==> config.mk <==
export PLATFORM = sky130hd
export DESIGN_NAME = decode_issue
export DESIGN_NICKNAME = d
export VERILOG_FILES = /design/src/rtl/decode_issue.sv
export SDC_FILE = /design/constraint.sdc
export NUM_CORES = 1
export LEC_CHECK = 0
export CORE_AREA = 2 2 145 147
export CTS_BUF_LIST = sky130_fd_sc_hd__clkbuf_8
export CTS_CLUSTER_SIZE = 12
export DETAILED_ROUTE_END_ITERATION = 16
export DIE_AREA = 0 0 147 149
export PLACE_DENSITY = 0.83
export SYNTH_ARGS = -nofsm -noshare
export SYNTH_HDL_FRONTEND = slang
export SYNTH_SLANG_ARGS = --single-unit
==> constraint.sdc <==
create_clock -name clk -period 6.1 [get_ports clk]
set_input_delay 1.525 -clock clk [delete_from_list [all_inputs] [get_ports clk]]
set_output_delay 1.525 -clock clk [all_outputs]
set_load 0.01 [all_outputs]
==> src/rtl/decode_issue.sv <==
// RV32I decode/issue stage with a 32-entry busy scoreboard in front of the register file.
// Optional macro WB_BYPASS_EN lets a same-cycle writeback satisfy a pending operand.
`default_nettype none

module decode_issue #(
    parameter int W = 32
) (
    input  logic         clk,
    input  logic         rst_n,
    input  logic         flush,
    input  logic         in_valid,
    output logic         in_ready,
    input  logic [W-1:0] in_pc,
    input  logic [31:0]  in_insn,
    output logic         rf_ren,
    output logic [4:0]   rf_rs1,
    output logic [4:0]   rf_rs2,
    input  logic [W-1:0] rf_rs1_val,
    input  logic [W-1:0] rf_rs2_val,
    input  logic         wb_wen,
    input  logic [4:0]   wb_rd,
    input  logic [W-1:0] wb_rd_val,
    output logic         out_valid,
    input  logic         out_ready,
    output logic [W-1:0] out_pc,
    output logic [3:0]   out_op,
    output logic [2:0]   out_funct3,
    output logic         out_funct7b5,
    output logic [4:0]   out_rd,
    output logic         out_rd_we,
    output logic [W-1:0] out_imm,
    output logic [W-1:0] out_rs1_val,
    output logic [W-1:0] out_rs2_val,
    output logic         out_illegal
);

    typedef enum logic [1:0] {EMPTY, CHECK, READ, OUT} state_t;

    localparam logic [3:0] OP_LUI    = 4'd0;
    localparam logic [3:0] OP_AUIPC  = 4'd1;
    localparam logic [3:0] OP_JAL    = 4'd2;
    localparam logic [3:0] OP_JALR   = 4'd3;
    localparam logic [3:0] OP_BRANCH = 4'd4;
    localparam logic [3:0] OP_LOAD   = 4'd5;
    localparam logic [3:0] OP_STORE  = 4'd6;
    localparam logic [3:0] OP_OPIMM  = 4'd7;
    localparam logic [3:0] OP_OP     = 4'd8;
    localparam logic [3:0] OP_MISC   = 4'd9;
    localparam logic [3:0] OP_ILL    = 4'd15;

    state_t state;
    state_t state_next;

    logic [W-1:0] pc_q;
    logic [31:0]  insn_q;
    logic [31:0]  busy;
    logic         byp1_q;
    logic         byp2_q;
    logic [W-1:0] byp_val_q;

    logic [4:0] rs1;
    logic [4:0] rs2;
    logic [4:0] rd;

    assign rs1 = insn_q[19:15];
    assign rs2 = insn_q[24:20];
    assign rd  = insn_q[11:7];

    logic [3:0]  op;
    logic [31:0] imm32;
    logic        use1;
    logic        use2;
    logic        writes_rd;

    always_comb begin
        op        = OP_ILL;
        imm32     = '0;
        use1      = 1'b0;
        use2      = 1'b0;
        writes_rd = 1'b0;
        if (insn_q[1:0] == 2'b11) begin
            case (insn_q[6:2])
                5'b01101: begin
                    op        = OP_LUI;
                    imm32     = {insn_q[31:12], 12'b0};
                    writes_rd = 1'b1;
                end
                5'b00101: begin
                    op        = OP_AUIPC;
                    imm32     = {insn_q[31:12], 12'b0};
                    writes_rd = 1'b1;
                end
                5'b11011: begin
                    op        = OP_JAL;
                    imm32     = {{11{insn_q[31]}}, insn_q[31], insn_q[19:12],
                                 insn_q[20], insn_q[30:21], 1'b0};
                    writes_rd = 1'b1;
                end
                5'b11001: begin
                    op        = OP_JALR;
                    imm32     = {{20{insn_q[31]}}, insn_q[31:20]};
                    use1      = 1'b1;
                    writes_rd = 1'b1;
                end
                5'b11000: begin
                    op    = OP_BRANCH;
                    imm32 = {{19{insn_q[31]}}, insn_q[31], insn_q[7],
                             insn_q[30:25], insn_q[11:8], 1'b0};
                    use1  = 1'b1;
                    use2  = 1'b1;
                end
                5'b00000: begin
                    op        = OP_LOAD;
                    imm32     = {{20{insn_q[31]}}, insn_q[31:20]};
                    use1      = 1'b1;
                    writes_rd = 1'b1;
                end
                5'b01000: begin
                    op    = OP_STORE;
                    imm32 = {{20{insn_q[31]}}, insn_q[31:25], insn_q[11:7]};
                    use1  = 1'b1;
                    use2  = 1'b1;
                end
                5'b00100: begin
                    op        = OP_OPIMM;
                    imm32     = {{20{insn_q[31]}}, insn_q[31:20]};
                    use1      = 1'b1;
                    writes_rd = 1'b1;
                end
                5'b01100: begin
                    op        = OP_OP;
                    use1      = 1'b1;
                    use2      = 1'b1;
                    writes_rd = 1'b1;
                end
                5'b00011, 5'b11100: begin
                    op    = OP_MISC;
                    imm32 = {{20{insn_q[31]}}, insn_q[31:20]};
                    use1  = 1'b1;
                end
                default: op = OP_ILL;
            endcase
        end
    end

    // A writeback landing this cycle can satisfy a busy operand only with bypass compiled in.
    logic hit1;
    logic hit2;
`ifdef WB_BYPASS_EN
    assign hit1 = wb_wen & (wb_rd == rs1) & (rs1 != 5'd0);
    assign hit2 = wb_wen & (wb_rd == rs2) & (rs2 != 5'd0);
`else
    assign hit1 = 1'b0;
    assign hit2 = 1'b0;
`endif

    logic hazard;
    assign hazard = (use1 & busy[rs1] & ~hit1) | (use2 & busy[rs2] & ~hit2);

    logic out_fire;
    logic accept;
    logic proceed;
    assign out_fire = (state == OUT) & out_ready;
    assign accept   = in_valid & in_ready;
    assign proceed  = (state == CHECK) & ~hazard;

    always_ff @(posedge clk or negedge rst_n) begin
        if (!rst_n) state <= EMPTY;
        else        state <= state_next;
    end

    always_comb begin
        state_next = state;
        if (flush) begin
            state_next = EMPTY;
        end else begin
            case (state)
                EMPTY: if (in_valid) state_next = CHECK;
                CHECK: if (!hazard)  state_next = READ;
                READ:  state_next = OUT;
                OUT: begin
                    if (out_ready) state_next = in_valid ? CHECK : EMPTY;
                end
                default: state_next = EMPTY;
            endcase
        end
    end

    always_comb begin
        in_ready  = (state == EMPTY) | out_fire;
        out_valid = (state == OUT);
        rf_ren    = proceed;
        rf_rs1    = proceed ? rs1 : 5'd0;
        rf_rs2    = proceed ? rs2 : 5'd0;
    end

    // An instruction accepted during a flush is latched but dropped, since the FSM returns to EMPTY.
    always_ff @(posedge clk or negedge rst_n) begin
        if (!rst_n) begin
            pc_q      <= '0;
            insn_q    <= '0;
            byp1_q    <= 1'b0;
            byp2_q    <= 1'b0;
            byp_val_q <= '0;
        end else begin
            if (accept) begin
                pc_q   <= in_pc;
                insn_q <= in_insn;
            end
            if (proceed) begin
                byp1_q    <= hit1;
                byp2_q    <= hit2;
                byp_val_q <= wb_rd_val;
            end
        end
    end

    always_ff @(posedge clk or negedge rst_n) begin
        if (!rst_n) begin
            out_pc       <= '0;
            out_op       <= '0;
            out_funct3   <= '0;
            out_funct7b5 <= 1'b0;
            out_rd       <= '0;
            out_rd_we    <= 1'b0;
            out_imm      <= '0;
            out_rs1_val  <= '0;
            out_rs2_val  <= '0;
            out_illegal  <= 1'b0;
        end else if (state == READ) begin
            out_pc       <= pc_q;
            out_op       <= op;
            out_funct3   <= insn_q[14:12];
            out_funct7b5 <= insn_q[30];
            out_rd       <= rd;
            out_rd_we    <= writes_rd & (rd != 5'd0);
            out_imm      <= W'($signed(imm32));
            out_rs1_val  <= use1 ? (byp1_q ? byp_val_q : rf_rs1_val) : '0;
            out_rs2_val  <= use2 ? (byp2_q ? byp_val_q : rf_rs2_val) : '0;
            out_illegal  <= (op == OP_ILL);
        end
    end

    // Set applies after clear so an issue and a retire to the same register leave it busy.
    logic [31:0] set_vec;
    logic [31:0] clr_vec;

    always_comb begin
        set_vec = '0;
        clr_vec = '0;
        if (out_fire && out_rd_we) set_vec = 32'd1 << out_rd;
        if (wb_wen && (wb_rd != 5'd0)) clr_vec = 32'd1 << wb_rd;
    end

    always_ff @(posedge clk or negedge rst_n) begin
        if (!rst_n) busy <= '0;
        else        busy <= ((busy & ~clr_vec) | set_vec) & ~32'd1;
    end

endmodule

`default_nettype wire

; ---- Word level (Yosys, flattened, before mapping)
; Index checks and enable logic that the tools add are counted.
; Widths: inputs -> output; s select.
[op_classes]
reduce_logical = 13
n_bitwise = 12
eq_ne = 18
shifts = 2
muxes = 26
magnitude_cmp = 2
[ops]
columns = cell, count
row1 = $mux 32, 5
row2 = $pmux 32 s5, 1
row3 = $shl 1x5->32 const A, 2
row4 = $pmux 4 s10, 1
row5 = $and 32x32->32, 1
row6 = $not 32->32, 1
row7 = $or 32x32->32, 1
row8 = $eq 5x5->1 const B, 4
row9 = $eq 5x4->1 const B, 3
row10 = $lt 5x6->1 const B, 2
row11 = $bmux 1 s5, 2
row12 = $eq 5x3->1 const B, 2
row13 = $mux 5, 2
row14 = $reduce_bool 5->1, 2
row15 = $mux 1, 9
row16 = $mux 2, 4
row17 = $pmux 2 s4, 1
row18 = $reduce_or 8->1, 1
row19 = $reduce_or 7->1, 1
row20 = $and 1x1->1, 6
row21 = $eq 2x2->1 const B, 3
row22 = $ne 3x3->1 const B, 2
row23 = $eq 5x2->1 const B, 1
row24 = $logic_not 5->1, 1
row25 = other kinds (12), 15
[word_totals]
in_bits = 171
regBits = 240
wordCells = 87
out_inout_bits = 156

; ---- Depth between registers and ports, before layout
; Gate-level depths: netlist of run 1.
[logic_depth]
depth_word = 9
depth_mapped = 9

; ---- Worst setup path after synthesis of run 1
; No wires, ideal clock.
[synth_path]
path_type = reg-to-output
start = reg insn_q[20]
end = out rf_rs1[0]
arrival_time_ns = 1.995
setup_slack_ns = 2.580
path_stages_with_launch = 10
required_time_ns = 4.575
path_cell_list = dfrtp_1 buf_6 buf_8 mux4_2 mux2i_1 nand3_1 and4_4 a31oi_1 clkbuf_1 and3_1
[synth_between]
elab_chain_len = 7
[synth_lines]
columns = item, line_no
row1 = start: declaration, 55  ; logic [31:0] insn_q;
row2 = start signal: assignment, 208  ; insn_q <= in_insn;
row3 = $bmux 1 s5, 158  ; assign hazard = (use1 & busy[rs1] & ~hit1) | (use2 & busy[rs2] & ~hit2);
row4 = $mux 1 (not written as such), 158
row5 = $and 1x1->1, 158
row6 = $or 1x1->1, 158
row7 = $not 1->1, 165  ; assign proceed = (state == CHECK) & ~hazard;
row8 = $and 1x1->1, 165
row9 = $mux 5, 193  ; rf_rs1 = proceed ? rs1 : 5'd0;
row10 = end: declaration, 16  ; output logic [4:0] rf_rs1,
; No other way between the ends. The select of a mux whose other input is x is not followed.

; ---- Worst setup path after layout of run 1
[layout_path]
start = reg insn_q[20]
end = out rf_rs2[3]
[layout_between]
elab_chain_len = 7
[layout_lines]
columns = item, line_no
row1 = $bmux 1 s5, 158
row2 = $mux 1 (not written as such), 158
row3 = $and 1x1->1, 158
row4 = $or 1x1->1, 158
row5 = $not 1->1, 165
row6 = $and 1x1->1, 165
row7 = $mux 5, 194  ; rf_rs2 = proceed ? rs2 : 5'd0;
row8 = end: declaration, 17  ; output logic [4:0] rf_rs2,
; No other way between the ends. The select of a mux whose other input is x is not followed.

==> flow_metrics.tcl, run 1 <==
set metrics [dict create \
    status "completed" \
    cts_setup_buffers 0 \
    power_switching_mw 2.511 \
    cts_buffers 41 \
    max-slew-margin-rel_pct 24.04 \
    fin_tns_setup_ps 0 \
    first_pass_iters 5 \
    area_growth_pct 38.07 \
    final_util_pct 70.35 \
    cp_data_arrival_time_ps 4060 \
    dieArea_um2 21900 \
    grt_pass1_wl_mm 46.04 \
    fmax_ghz 0.1790 \
    cp-start-kind "flop" \
    clockRootBuffer "clkbuf_8" \
    fillers 1494 \
    syn_nets 1119 \
    ys_ff_latch 240 \
    drc 0 \
    cts.path.max_buffers 3 \
    hp-class "reg2reg" \
    tightest_slew_ps 1139 \
    seq_power_share_pct 39.5 \
    final_max_slew_viol_count 0 \
    cts_tree "done" \
    grt_pass1_vias 8486 \
    drtIter0Drc 464 \
    regArea_um2 6006 \
    synth_common_cells "dfrtp_1, mux2_2, inv_1, o21ai_0, nand2_1" \
    netlist.area_leader.share_pct 57.33 \
    yosysMostFrequentCell "dfrtp_1" \
    grt.overflow.total 0 \
    vias 8381 \
    p_per_area_nw_per_um2 490.5 \
    dp_hpwl_mm 20.14 \
    synth_cell_types 52 \
    cts_max_level 2 \
    initial_utilization_pct 50.96 \
    yosys_warnings 0 \
    pwr-share-clk_pct 20.2 \
    critPathCaptureType "output pin" \
    routed_via_density 5.435 \
    die_y_um 149 \
    cts.hold.buffers_added 0 \
    rsz0062_at_grt "no" \
    critical_path.max_fanout 14 \
    antenna_found_initial 4 \
    synthTopCellsByArea "dfrtp_1, mux2_2, o21ai_0, inv_1, o22ai_1" \
    setup_violations 0 \
    grt_max_degree 123 \
    die_w_um 147 \
    clk_latency_ps 550 \
    power.total_mw 7.095 \
    holdWs_ps 496.3 \
    yosysSeqAreaShare_pct 57.33 \
    multi_input_area_um2 3875 \
    fp-row-count 53 \
    port_buffers 294 \
    swShare_pct 35.40 \
    fin_skew_ps 33.72 \
    final_nets 1409 \
    fp.coreArea_um2 20560 \
    critPathKind "reg2out" \
    cts.clk_slew.worst_paths_ps 60 \
    grt_use_total_pct 26.87 \
    required_ps 4580 \
    period_share_pct 91.58 \
    post-route-min-period_ps 5586 \
    synth_largest_area_cell "dfrtp_1" \
    hold_viol 0 \
    p_int_mw 4.583 \
    drtAntennaViolNets 0 \
    synth_flop_cell "dfrtp_1" \
    combPwrFrac_pct 40.2 \
    ir_drop_mv 0.3674 \
    syn_avg_cell_area_um2 11.11 \
    power.leakage_nw 6.007 \
    boundaryPins 327 \
    wl_per_cell_um 19.18 \
    synth.cell_area_um2 10480 \
    netlist_instances 943 \
    place_congestion 0.9140 \
    cts.sinks 240 \
    drt-total-wl_mm 29.58 \
    cts_resized 0 \
    layout-drive-gt1-share_pct 15.61 \
    cap_violations 0 \
    async_reset_ff_share_pct 100.0 \
    synth-edff-count 0 \
]
-- cells in the final DEF, fill, tap and decap left out, types with 13 or more instances in the layout --
cell,Yosys,layout
nor2_1,19,18
mux2i_1,15,15
clkbuf_8,0,54
and3_1,13,13
mux2_2,108,108
o21ai_0,105,105
a21oi_1,35,34
inv_1,105,117
o22ai_1,61,61
clkdlybuf4s50_1,0,293
nand3b_1,14,14
dfrtp_1,240,240
nand2_1,90,89
-- registers in the layout, summed over array words and instances, names as in the netlist --
signal        flops
pc_q             32
out_rd            5
out_illegal       1
state             2
out_pc           32
busy             31
out_op            4
out_rs2_val      32
out_imm          32
insn_q           32
out_funct3        3
out_rd_we         1
out_rs1_val      32
out_funct7b5      1
-- cells by family (layout without fill, tap and decap cells) --
logic type                 count (synthesis)  count (layout)  synth area share, %
muxes                                    134             134                15.55
adders and majority gates                  5               5               0.5972
DFF                                      240             240                57.33
and+or+nand+nor                          175             175                8.122
AOI/OAI and AO/OA                        228             228                12.35
buffers and inverters                    160             479                5.960
xor gates and xnor gates                   1               1              0.08363
other                                      0               5                    0
-- path summary, 6_finish.rpt --
check / start / end / slack [ps] / cells past startpoint
worst max-delay path: insn_q[20]$_DFFE_PN0P_ / rf_rs2[3] / 510 / 7
worst min-delay path: out_op[2]$_DFFE_PN0N_ / out_op[2]$_DFFE_PN0N_ / 500 / 1
worst max register to register: state[0]$_DFFE_PN0P_ / out_funct7b5$_DFFE_PN0N_ / 3100 / 5
worst min register to register: out_op[2]$_DFFE_PN0N_ / out_op[2]$_DFFE_PN0N_ / 500 / 1
max in group asynchronous: rst_n / out_rs1_val[6]$_DFFE_PN0N_ / 3900 / 2
min in group asynchronous: rst_n / pc_q[30]$_DFFE_PN0P_ / 1090 / 1
-- metrics by stage --
step,instance area [µm²],worst slack [ps],std cells
2_1_floorplan,10480,2580,943
3_3_place_gp,13630,1128,1465
3_5_place_dp,13630,1095,1465
4_1_cts,14450,512.5,1537
5_1_grt,14460,328.8,1542
6_report,14460,513.5,1542
-- power groups by stage --
stage                     clock network, mW  registers (mW)  logic, mW
after floorplan                           0            2.75       1.47
after global placement                    0            2.77       2.79
after detailed placement                  0            2.81       2.85
after CTS                              1.46            2.80       2.87
after global routing                   1.54            2.89       3.08
final                                  1.44            2.81       2.85
-- metal layers --
layer  track usage (%)  part of all wire [%]  up-vias
met1             32.68                    38     4088
met5                 0                     0        -
met4             13.08                   3.9        0
met3             8.012                   8.5       79
met2             44.20                    49      353
li1                  -                     -     3861
-- final cells by class --
class	count	area share (%)
sequential	240	41.53
multi-input combinational	543	26.79
timing repair buffer	302	20.80
clock buffer	54	5.139
inverter	105	2.725
tap	275	2.379
clock inverter	18	0.5537
antenna	5	0.08651
-- critical path: stages, from the launching register on --
cell and delay [ps]:
dfrtp_1 820, mux4_1 660, mux2i_1 240, nand3b_1 110, and4_4 200, a31oi_1 690, and3_1 260, clkdlybuf4s50_1 550
No activity file was read; power rests on OpenSTA's default activity.
==> inputs of run 2 (changes only) <==
--- a/config.mk
+++ b/config.mk
@@ -11,6 +11,7 @@
 export DETAILED_ROUTE_END_ITERATION = 16
 export DIE_AREA = 0 0 147 149
 export PLACE_DENSITY = 0.83
+export RECOVER_POWER = 50
 export SYNTH_ARGS = -nofsm -noshare
 export SYNTH_HDL_FRONTEND = slang
 export SYNTH_SLANG_ARGS = --single-unit
==> run 2 against run 1 <==
  * The flow now finishes with violations (capacitance limit, slew limit)
  * Fmax is 0.51% lower
  * Sequential share of layout area is 0.097 points higher
  * Critical path depth stayed put
==> flow_metrics.tcl, run 2 (same netlist as run 1, synthesis figures left out) <==
set metrics [dict create \
    status "finished with violations" \
    violations "capacitance limit, slew limit" \
    final_max_slew_viol_count 215 \
    drt-total-wl_mm 29.61 \
    ir_drop_mv 0.3701 \
    critPathKind "reg2out" \
    cts.sinks 240 \
    place_congestion 0.9140 \
    first_pass_iters 5 \
    power.leakage_nw 5.998 \
    rr_worst_depth 5 \
    routed_via_density 5.468 \
    grt.overflow.total 0 \
    final_util_pct 70.19 \
    max-slew-margin-rel_pct -103.4 \
    tightest_slew_ps 3051 \
    post-route-min-period_ps 5615 \
    finalWorstSetupSlack_ps 484.9 \
    fp.coreArea_um2 20560 \
    holdWs_ps 496.4 \
    dp_worst_setup_slack_ps 1095 \
    cts_resized 0 \
    r2r_setup_slack_ps 980 \
    area_growth_pct 37.74 \
    fmax_ghz 0.1781 \
    die_w_um 147 \
    clockRootBuffer "clkbuf_8" \
    fin_skew_ps 33.87 \
    hp-class "reg2reg" \
    layout_commonest_cell "clkdlybuf4s50_1" \
    dp_hpwl_mm 20.14 \
    cts_buffers 41 \
    cts.path.max_buffers 3 \
    drtIter0Drc 438 \
    die_y_um 149 \
    hp-start "out_op[2]$_DFFE_PN0N_" \
    initial_utilization_pct 50.96 \
    reg2reg_from "state[0]$_DFFE_PN0P_" \
    setup_violations 0 \
    cp_data_arrival_time_ps 4090 \
    cts_setup_buffers 0 \
    cap_violations 3 \
    port_buffers 294 \
    grt_max_degree 123 \
    fillers 1501 \
    vias 8432 \
    wl_per_cell_um 19.20 \
    layout_common_cells "clkdlybuf4s50_1, dfrtp_1, inv_1, mux2_2, o21ai_0" \
    fin_tns_setup_ps 0 \
    cts_tree "done" \
    required_ps 4580 \
    dieArea_um2 21900 \
    critical_path.max_fanout 14 \
    cp-start-kind "flop" \
    crit_end "rf_rs2[3]" \
    boundaryPins 327 \
    critPathCaptureType "output pin" \
    cts_max_level 2 \
    fp-row-count 53 \
    cts.clk_slew.worst_paths_ps 60 \
    final_nets 1409 \
    cts.hold.buffers_added 0 \
    hold_viol 0 \
    drtAntennaViolNets 0 \
    fin_cells 1542 \
    r2r-end "out_funct7b5$_DFFE_PN0N_" \
    p_per_area_nw_per_um2 491.5 \
    antenna_found_initial 4 \
    crit_start "insn_q[20]$_DFFE_PN0P_" \
    clk_latency_ps 550 \
    grt_use_total_pct 26.87 \
    rsz0062_at_grt "no" \
    layout-drive-gt1-share_pct 15.45 \
    drc 0 \
    grt_pass1_vias 8486 \
    dp.cells 1465 \
    grt_pass1_wl_mm 46.04 \
    period_share_pct 92.05 \
]
==> run 2: cell types whose count changed in the layout (fill, tap and decap cells not counted) <==
cell,delta
buf_4,-4
clkbuf_2,+4
clkdlybuf4s50_1,-3
dlygate4sd3_1,+3
buf_8,-1
clkbuf_1,+1
ha_1,+1
ha_4,-1
==> run 2: power breakdown <==
group,internal (mW),leakage (nW),switching [mW]
registers,2.22,3.07,0.591
logic,1.58,2.46,1.27
clock network,0.789,0.468,0.642
==> run 2: worst min-delay path by stage <==
stage / end / depth (start not counted)
3_3_place_gp: out_pc[25]$_DFFE_PN0N_ / 1
6_report: out_op[2]$_DFFE_PN0N_ / 1
4_1_cts: out_pc[7]$_DFFE_PN0N_ / 1
2_1_floorplan: out_imm[5]$_DFFE_PN0N_ / 2
3_5_place_dp: out_op[2]$_DFFE_PN0N_ / 1
5_1_grt: pc_q[17]$_DFFE_PN0P_ / 1
==> run 2: metrics by stage <==
stage	power [mW]	instance area (µm²)
6_report	7.092	14430
5_1_grt	7.515	14430
3_3_place_gp	5.564	13630
4_1_cts	7.127	14450
2_1_floorplan	4.218	10480
3_5_place_dp	5.666	13630
==> run 2: metal layers <==
metal	vias up	wire length [µm]	share of wire, %	track usage (%)
met5	-	0	0	0
met3	78	2556	8.6	8.012
met1	4118	11330	38	32.68
met4	0	1154	3.9	13.08
met2	376	14570	49	44.20
li1	3860	-	-	-
==> run 2: layout make-up <==
cell class,count,area [µm²],area share [%]
clock inverters,18,80.08,0.5550
multi-input cells,543,3862,26.77
well taps,275,344.1,2.385
repair buffers,302,2987,20.70
flip-flops and latches,240,6006,41.62
diodes,5,12.51,0.08672
clock buffers,54,743.2,5.151
inverters,105,394.1,2.732
==> run 2: critical path, stage by stage (launching register included) <==
cell             delay (ps)
dfrtp_1                 840
mux4_1                  660
mux2i_1                 240
nand3b_1                100
and4_4                  200
a31oi_1                 700
and3_1                  270
clkdlybuf4s50_1         550
